[src/rtl/digit_entry.sv]
// digit_entry
// Converts a stream of decimal key presses into a signed two's-complement
// operand. It keeps a BCD digit stack so that a backspace can rebuild the
// binary magnitude exactly from the remaining digits.
//
// Ports:
//   clk          - system clock, all logic on the rising edge
//   reset        - synchronous, active-high reset
//   key_valid    - one-cycle strobe, key_code is present
//   key_code     - 0-9 digit, 10 negate, 11 backspace, 12 clear, 13-15 ignored
//   key_ready    - high while a key will be accepted (IDLE)
//   value        - signed operand, registered
//   length       - magnitude digit count 0..MAX_DIGITS, registered
//   negative     - sign flag
//   busy         - high while the magnitude is rebuilt after a backspace
//   overflow_err - one-cycle pulse when a digit is rejected
module digit_entry #(
  parameter int WIDTH      = 21,
  parameter int MAX_DIGITS = 6
) (
  input  logic             clk,
  input  logic             reset,
  input  logic             key_valid,
  input  logic [3:0]       key_code,
  output logic             key_ready,
  output logic [WIDTH-1:0] value,
  output logic [3:0]       length,
  output logic             negative,
  output logic             busy,
  output logic             overflow_err
);

  typedef enum logic {IDLE, REBUILD} state_t;

  state_t           state_q;
  logic [3:0]       stack_q [MAX_DIGITS];
  logic [WIDTH-2:0] acc_q;
  logic [3:0]       idx_q;
  logic [WIDTH-1:0] value_q;
  logic [3:0]       length_q;
  logic             neg_q;
  logic             ovf_q;

  logic [WIDTH-2:0] digitAcc_d;
  logic [WIDTH-2:0] rebuildAcc_d;
  logic [3:0]       rebuildDigit;

  // acc*10 + digit, formed from two shifts so no multiplier is inferred.
  // The MAX_DIGITS guard keeps the result inside WIDTH-1 bits.
  function automatic logic [WIDTH-2:0] mulTenAdd(input logic [WIDTH-2:0] acc,
                                                 input logic [3:0]       digit);
    logic [WIDTH-1:0] wide;
    wide = ({1'b0, acc} << 3) + ({1'b0, acc} << 1) + WIDTH'(digit);
    return wide[WIDTH-2:0];
  endfunction

  // Zero-extend the magnitude and negate it when the sign flag is set.
  // A zero magnitude stays zero, so there is never a -0.
  function automatic logic [WIDTH-1:0] applySign(input logic             neg,
                                                 input logic [WIDTH-2:0] mag);
    logic [WIDTH-1:0] ext;
    ext = {1'b0, mag};
    return neg ? (~ext + WIDTH'(1)) : ext;
  endfunction

  // Select d[idx-1] with an explicit compare so idx=0 never indexes out of range.
  always_comb begin
    rebuildDigit = '0;
    for (int i = 0; i < MAX_DIGITS; i++) begin
      if (idx_q == 4'(i + 1)) rebuildDigit = stack_q[i];
    end
  end

  assign digitAcc_d   = mulTenAdd(acc_q, key_code);
  assign rebuildAcc_d = mulTenAdd(acc_q, rebuildDigit);

  // Main FSM. In IDLE every key completes in one edge. A backspace drops the
  // low digit from the stack and then replays the remaining digits MSB-first
  // during REBUILD. value/length keep their old values until the final
  // publish edge. On that edge length is simply the old length minus one.
  always_ff @(posedge clk) begin
    if (reset) begin
      state_q  <= IDLE;
      for (int i = 0; i < MAX_DIGITS; i++) stack_q[i] <= '0;
      acc_q    <= '0;
      idx_q    <= '0;
      value_q  <= '0;
      length_q <= '0;
      neg_q    <= 1'b0;
      ovf_q    <= 1'b0;
    end else begin
      ovf_q <= 1'b0;
      case (state_q)
        IDLE: begin
          if (key_valid) begin
            case (key_code)
              4'd10: begin
                neg_q   <= ~neg_q;
                value_q <= applySign(~neg_q, acc_q);
              end
              4'd11: begin
                if (length_q != 4'd0) begin
                  for (int i = 0; i < MAX_DIGITS - 1; i++) stack_q[i] <= stack_q[i+1];
                  stack_q[MAX_DIGITS-1] <= '0;
                  acc_q   <= '0;
                  idx_q   <= length_q - 4'd1;
                  state_q <= REBUILD;
                end
              end
              4'd12: begin
                for (int i = 0; i < MAX_DIGITS; i++) stack_q[i] <= '0;
                acc_q    <= '0;
                length_q <= '0;
                neg_q    <= 1'b0;
                value_q  <= '0;
              end
              default: begin
                if (key_code <= 4'd9) begin
                  if (length_q == 4'(MAX_DIGITS)) begin
                    ovf_q <= 1'b1;
                  end else if (!(key_code == 4'd0 && length_q == 4'd0)) begin
                    // A leading zero leaves the entry empty.
                    for (int i = MAX_DIGITS - 1; i > 0; i--) stack_q[i] <= stack_q[i-1];
                    stack_q[0] <= key_code;
                    acc_q      <= digitAcc_d;
                    length_q   <= length_q + 4'd1;
                    value_q    <= applySign(neg_q, digitAcc_d);
                  end
                end
              end
            endcase
          end
        end
        REBUILD: begin
          if (idx_q != 4'd0) begin
            acc_q <= rebuildAcc_d;
            idx_q <= idx_q - 4'd1;
          end else begin
            value_q  <= applySign(neg_q, acc_q);
            length_q <= length_q - 4'd1;
            state_q  <= IDLE;
          end
        end
        default: state_q <= IDLE;
      endcase
    end
  end

  assign key_ready    = (state_q == IDLE);
  assign busy         = (state_q == REBUILD);
  assign value        = value_q;
  assign length       = length_q;
  assign negative     = neg_q;
  assign overflow_err = ovf_q;

endmodule

[config.mk]
export PLATFORM = sky130hd
export DESIGN_NAME = digit_entry
export DESIGN_NICKNAME = d
export VERILOG_FILES = /design/src/rtl/digit_entry.sv
export SDC_FILE = /design/constraint.sdc
export NUM_CORES = 1
export LEC_CHECK = 0
export BUFFER_PORTS_ARGS = -buffer_cell sky130_fd_sc_hd__buf_2
export CAP_MARGIN = 20
export CORE_ASPECT_RATIO = 0.8
export CORE_UTILIZATION = 63
export CTS_CLUSTER_DIAMETER = 60
export CTS_CLUSTER_SIZE = 24
export DETAILED_ROUTE_END_ITERATION = 6
export PLACE_DENSITY = 0.82
export SYNTH_ARGS = -nofsm -noshare
export SYNTH_HDL_FRONTEND = slang
export SYNTH_SLANG_ARGS = --single-unit
[constraint.sdc]
create_clock -name clk -period 5.3 [get_ports clk]
set_input_delay 0.795 -clock clk [delete_from_list [all_inputs] [get_ports clk]]
set_output_delay 0.795 -clock clk [all_outputs]
set_load 0.1 [all_outputs]
==> results of run 1 <==
## layer usage
layer	global-route usage	vias to the layer above	part of all wire
li1	-	3443	-
met1	0.5323	3458	0.44
met2	0.5473	434	0.44
met3	0.05601	51	0.096
met4	0.1073	0	0.021
met5	0	-	0
## power groups by stage
stage	combinational, µW	sequential [µW]	clock, µW
2_1_floorplan	522	827	0
3_3_place_gp	768	720	0
3_5_place_dp	783	722	0
4_1_cts	789	709	680
5_1_grt	873	717	706
6_report	804	712	684
## synthesized netlist by cell type (all sizes together), types with 4 or more instances
cell | instances | area share
or3 | 12 | 0.011
clkbuf | 53 | 0.028
nor3 | 39 | 0.028
nor4 | 10 | 0.013
edfxtp | 24 | 0.10
and4 | 4 | 0.0050
nand2b | 19 | 0.017
a211oi | 26 | 0.029
a311oi | 15 | 0.019
a31oi | 10 | 0.0089
and2 | 14 | 0.012
nand3 | 33 | 0.026
a21o | 10 | 0.011
nand2 | 75 | 0.040
nor2b | 11 | 0.010
and3 | 10 | 0.0089
xnor2 | 40 | 0.050
o22ai | 8 | 0.0071
dfxtp | 52 | 0.15
ha | 32 | 0.057
o21ai | 49 | 0.036
a21oi | 82 | 0.060
a2111oi | 5 | 0.0071
inv | 19 | 0.010
mux2i | 11 | 0.016
o21a | 5 | 0.0053
xor2 | 22 | 0.028
a22oi | 36 | 0.038
o211ai | 21 | 0.024
nand4 | 7 | 0.0083
nand3b | 9 | 0.0096
buf | 7 | 0.0046
nor2 | 109 | 0.058
## final timing paths
path	start	to	slack, ns	cells past startpoint
min	value[17]$_SDFFE_PP0P_	value[17]$_SDFFE_PP0P_	0.48	2
min reg2reg	value[17]$_SDFFE_PP0P_	value[17]$_SDFFE_PP0P_	0.48	2
max	idx_q[0]$_SDFFE_PP0P_	acc_q[16]$_SDFFE_PP0P_	0.81	21
max reg2reg	idx_q[0]$_SDFFE_PP0P_	acc_q[16]$_SDFFE_PP0P_	0.81	21
## flip-flops by register name, summed over array words and instances, names as in the netlist
signal	flops
stack_q	24
value	21
acc_q	20
idx_q	4
length	4
busy	1
negative	1
overflow_err	1
## worst max-delay path, delay by kind of cell, from the launching register on
family	cells	cell delay, ns
DFF	1	0.42
adders and majority gates	2	0.60
buffers and inverters	1	0.09
and+or+nand+nor	8	1.71
AOI/OAI and AO/OA	10	1.59
## kinds of logic (layout without fill, tap and decap cells)
kind of cell             count (synthesis)  count (layout)  share of synthesized area
multiplexers                            13              13                    0.01881
flip-flops                              76              76                     0.2499
adder cells (fa/ha/maj)                 35              35                    0.06531
buffers and inverters                   79              80                    0.04295
AND/OR/NAND/NOR                        362             362                     0.2589
AO/OA/AOI/OAI                          300             300                     0.2861
XOR/XNOR                                62              62                    0.07809
## placed cells by master (no fill, tap or decap), types with 10 or more instances in the layout
cell | Yosys | routed
o21ai_0 | 46 | 46
mux2i_1 | 11 | 11
inv_1 | 19 | 19
nand3_1 | 31 | 31
o211ai_1 | 19 | 19
nor3_1 | 39 | 38
dfxtp_1 | 52 | 51
a311oi_1 | 15 | 15
xor2_1 | 21 | 21
xnor2_1 | 40 | 40
nor2b_1 | 10 | 10
a21oi_1 | 81 | 81
a211oi_1 | 24 | 24
a21o_1 | 10 | 10
a31oi_1 | 10 | 10
buf_2 | 2 | 35
or3_1 | 12 | 12
edfxtp_1 | 24 | 24
ha_1 | 32 | 32
nand2_1 | 75 | 75
and2_1 | 12 | 12
and3_1 | 10 | 10
buf_4 | 1 | 10
a22oi_1 | 36 | 35
nor2_1 | 108 | 108
nand2b_1 | 19 | 19
## layout make-up
type                    instances  share of cell area
clock buffers                   9             0.02970
clock inverters                 7             0.01287
inverters                      19            0.009404
multi-input cells             772              0.6588
flip-flops and latches         76              0.2325
well taps                     144             0.02376
repair buffers                 45             0.03300
## through the flow
stage	power, µW	instance area, µm²	hold slack (ns)	util
CTS	2179	7584	0.4851	0.6963
floorplan	1349	7051	0.4768	-
global route	2296	7584	0.5198	0.6963
global placement	1488	7261	0.4651	0.6667
detailed placement	1505	7261	0.4737	0.6667
finish	2200	7584	0.4848	0.6963
==> impl_metrics.py, run 1 <==
metrics = {
    "synth": {
        "synth.distinct_cells": 77,
        "yosysSeqAreaShare": 0.2499,
        "ys_async_sr_fraction": 0,
        "syn_area_mm2": 0.007051,
        "synth_warnings": 0,
        "synth_edf_count": 24,
        "syn-num-nets": 969,
        "syn_inst": 927,
        "avgSynthCellArea_um2": 7.606,
        "ys_ff_latch": 76,
        "synthFlopType": "dfxtp_1",
    },
    "drt": {
        "dr.pass1.iters": 7,
        "wl_per_cell_um": 19.36,
        "drt_wl_total_um": 20750,
        "ant_nets": 0,
        "drc": 0,
        "num_vias": 7386,
        "drtIter0Drc": 1042,
        "viasPerCell": 6.890,
    },
    "timing": {
        "rsz0062_at_grt": "false",
        "hold_violations": 0,
        "tns_ns": 0,
        "setup_ws_ns": 0.8131,
        "finClkSkew_ns": 0.01312,
        "max-slew-margin-rel": 0.2721,
        "fin_crit_sh": 0.8466,
        "setup_viol_count_final": 0,
        "fmaxAchievable_ghz": 0.2229,
        "period_needed_ns": 4.487,
        "tightestPinTransition_ns": 1.088,
        "maxSlewViolCount": 0,
    },
    "min_path": {
        "min_path_type": "reg2reg",
    },
    "job": {
        "maxCapViolations": 0,
    },
    "status": {
        "status": "finished, final reports clean",
    },
    "clock_network": {
        "cts_root_buffer": "clkbuf_16",
        "cts_sinks": 76,
        "htreeDepth": 3,
        "post-cts-setup-buffers": 0,
        "clock_path_buffers": 2,
        "cts.clk_slew.worst_paths_ns": 0.06,
        "cts_tree": "yes",
        "cts.repair.resized": 0,
        "postCtsHoldBufs": 0,
        "clk_latency_ns": 0.35,
        "cts_inserted_buffers": 9,
    },
    "grt": {
        "grtUsageTotal": 0.3629,
        "grt_pass1_vias": 6796,
        "overflow": 0,
        "grt_pass1_wl_um": 34160,
        "grt_antenna_before_repair": 0,
        "grt_max_degree": 60,
    },
    "worst_setup_path": {
        "cpMostUsedCell": "a21oi_1",
        "max_stage_delay_ns": 0.45,
        "arrival_ns": 4.74,
        "path_class": "reg2reg",
        "cp_slowest_cell": "nor3_1",
        "path_cells": "inv_1, ha_1, nor2b_1, a22oi_1, o21ai_0, nand2_1, a21oi_1, a31oi_1, o211ai_1, ha_1, a21o_1, a21oi_1, nor2_1, and2_1, nand2_1, nor3_1, nand3_1, o32a_1, nor2_1, a21oi_1, a211oi_1",
        "start_kind": "flop",
        "crit_fanout": 13,
        "end_kind": "flop",
        "required_ns": 5.56,
    },
    "final_layout": {
        "stdcell_count": 1072,
        "areaGrowthSynthToFinish_pct": 7.560,
        "regArea_mm2": 0.001763,
        "n_fill_cell": 932,
        "diodes": 0,
        "layout-drive-gt1-share": 0.09375,
        "multiInputGateArea_mm2": 0.004996,
        "nNetsFinal": 965,
    },
    "pwr": {
        "intPower_uw": 1326,
        "pwr-share-comb": 0.365,
        "seqPwrFrac": 0.324,
        "p_leak_uw": 0.002878,
        "switching_power_uw": 874.0,
        "p_per_area_mw_per_mm2": 290.1,
        "vdd_ir_drop_max_uv": 210.9,
        "p_clk_frac": 0.311,
        "swShare": 0.3973,
    },
    "die": {
        "die_h_um": 96.62,
        "die_area_mm2": 0.01162,
        "ios": 36,
        "die_x_um": 120.3,
        "core-area_mm2": 0.01089,
        "fp-row-count": 34,
        "start_util": 0.6474,
    },
    "placed_design": {
        "placed_cells": 1056,
        "io_buffers": 35,
        "hpwl_um": 14540,
        "place.gp.congestion": 0.9589,
        "place_worst_setup_slack_ns": 0.8708,
    },
}
No activity file was read; power rests on OpenSTA's default activity.
==> run 2, diff against run 1 <==
==> constraint.sdc (replaced) <==
create_clock -name clk -period 4.4 [get_ports clk]
set_input_delay 0.66 -clock clk [delete_from_list [all_inputs] [get_ports clk]]
set_output_delay 0.66 -clock clk [all_outputs]
set_load 0.1 [all_outputs]
==> run 2 against run 1 <==
Against the previous run:
- via count increased by 1.3%
- first-iteration DRC count down 3.7%
- setup slack worse by 0.67 ns
- critical path type unchanged
- largest cell class unchanged
- highest routed layer unchanged
==> impl_metrics.py, run 2 (same netlist as run 1, synthesis figures left out) <==
metrics = {
    "drt": {
        "dr.pass1.iters": 6,
        "drtIter0Drc": 1003,
        "drc": 0,
        "viasPerCell": 6.867,
        "num_vias": 7485,
        "wl_per_cell_um": 19.40,
        "drt_wl_total_um": 21150,
        "ant_nets": 0,
    },
    "grt": {
        "grt_pass1_wl_um": 34210,
        "grt_max_degree": 54,
        "overflow": 0,
        "grtUsageTotal": 0.3671,
        "grt_pass1_vias": 6792,
        "grt_antenna_before_repair": 0,
    },
    "die": {
        "ios": 36,
        "core-area_mm2": 0.01089,
        "die_x_um": 120.3,
        "die_area_mm2": 0.01162,
        "die_h_um": 96.62,
        "start_util": 0.6474,
        "fp-row-count": 34,
    },
    "final_layout": {
        "stdcell_count": 1090,
        "areaGrowthSynthToFinish_pct": 8.962,
        "stdcell_area_mm2": 0.007682,
        "layout-drive-gt1-share": 0.1131,
        "top_register": "stack_q",
        "layout_commonest_cell": "nor2_1",
        "largest_register_ffs": 24,
        "final_cell_mix": "108 x nor2_1, 81 x a21oi_1, 75 x nand2_1, 51 x dfxtp_1, 46 x o21ai_0",
        "nNetsFinal": 983,
        "diodes": 0,
    },
    "timing": {
        "fmaxAchievable_ghz": 0.2351,
        "maxSlewViolCount": 0,
        "max-slew-margin-rel": 0.4000,
        "finClkSkew_ns": 0.007505,
        "rsz0062_at_grt": "true",
        "hold_violations": 0,
        "tightestPinTransition_ns": 0.8967,
        "fin_crit_sh": 0.9668,
        "setup_viol_count_final": 0,
        "period_needed_ns": 4.254,
    },
    "clock_network": {
        "clock_path_buffers": 2,
        "cts.clk_slew.worst_paths_ns": 0.06,
        "cts_root_buffer": "clkbuf_16",
        "cts_tree": "yes",
        "cts_inserted_buffers": 9,
        "htreeDepth": 3,
        "post-cts-setup-buffers": 0,
        "cts_sinks": 76,
        "cts.repair.resized": 0,
        "postCtsHoldBufs": 0,
        "clk_latency_ns": 0.35,
    },
    "pwr": {
        "p_leak_uw": 0.002944,
        "p_per_area_mw_per_mm2": 330.5,
        "vdd_ir_drop_max_uv": 178.5,
    },
    "placed_design": {
        "placed_area_mm2": 0.007381,
        "hpwl_um": 14880,
        "placed_cells": 1072,
        "io_buffers": 35,
        "place.gp.congestion": 0.8951,
    },
    "worst_setup_path": {
        "cp-startpoint": "acc_q[0]$_SDFFE_PP0P_",
        "start_kind": "flop",
        "crit_fanout": 6,
        "cp_slowest_cell": "fa_1",
        "arrival_ns": 4.48,
        "path_class": "reg2reg",
        "end_kind": "flop",
        "r2r_setup_slack_ns": 0.15,
        "r2r_start": "acc_q[0]$_SDFFE_PP0P_",
        "reg2reg_depth": 13,
        "max_stage_delay_ns": 0.51,
        "path_cells": "ha_1, fa_1, a211o_1, and3_1, nor2_2, nand4_4, nor4_2, or4b_4, a211oi_2, o211ai_2, nor2b_2, nor4b_1, or3_1",
        "required_ns": 4.63,
        "crit_path_end": "value[18]$_SDFFE_PP0P_",
        "rr_endpoint": "value[18]$_SDFFE_PP0P_",
    },
    "min_path": {
        "min_from": "value[17]$_SDFFE_PP0P_",
        "min_path_type": "reg2reg",
    },
    "job": {
        "maxCapViolations": 0,
    },
    "status": {
        "status": "finished, final reports clean",
    },
}
==> run 2: changes by cell type in the layout (fill, tap and decap cells not counted), moves of 2 or more <==
| cell | previous run | this run |
|---|---|---|
| buf_4 | 10 | 28 |
| bufinv_16 | 2 | 0 |
| clkbuf_1 | 0 | 2 |
| clkinv_2 | 0 | 3 |
| inv_6 | 2 | 0 |
==> run 2: power breakdown <==
part	switching [µW]	internal, µW	total, µW
sequential	70.2	781	852
clock	309	380	689
combinational	667	332	999
total	1050	1490	2540
==> run 2: critical path: cells and delay by family, from the launching register on <==
| family | cells | cell delay, ns |
|---|---|---|
| AND/OR/NAND/NOR | 8 | 2.15 |
| AO/OA/AOI/OAI | 3 | 0.81 |
| adder cells (fa/ha/maj) | 2 | 0.79 |
| flip-flops | 1 | 0.39 |
==> run 2: cell type report <==
class                           count  area (µm²)
Fill cell                         923        3208
Timing Repair Buffer               63       385.4
Inverter                           19       71.32
Clock inverter                      5       28.78
Sequential cell                    76        1763
Clock buffer                       11       232.7
Multi-Input combinational cell    772        5021
Tap cell                          144       180.2
==> run 2: routing by layer <==
metal	part of all wire	vias to the layer above	wire length [µm]	GRT usage
li1	-	3482	-	-
met2	0.43	476	9193	0.5473
met1	0.44	3479	9275	0.5281
met5	0	-	0	0
met4	0.025	0	533	0.1197
met3	0.10	48	2149	0.07429
==> run 2: metrics by stage <==
step           hold slack, ns  power, µW    util  setup WS (ns)  setup TNS (ns)
6_report               0.4890       2539  0.7054         0.1460               0
5_1_grt                0.5216       2653  0.7054      -0.004515       -0.007913
4_1_cts                0.4869       2517  0.7017         0.2005               0
3_5_place_dp           0.4761       1831  0.6777         0.2518               0
3_3_place_gp           0.4676       1804  0.6777         0.3591               0
2_1_floorplan          0.4768       1625       -         0.6690               0
==> run 2: how the worst min path moves through the flow <==
stage	endpoint	cells past startpoint
floorplan	idx_q[1]$_SDFFE_PP0P_	2
global placement	value[17]$_SDFFE_PP0P_	2
detailed placement	value[17]$_SDFFE_PP0P_	2
CTS	value[17]$_SDFFE_PP0P_	2
global route	value[5]$_SDFFE_PP0P_	2
finish	value[17]$_SDFFE_PP0P_	2
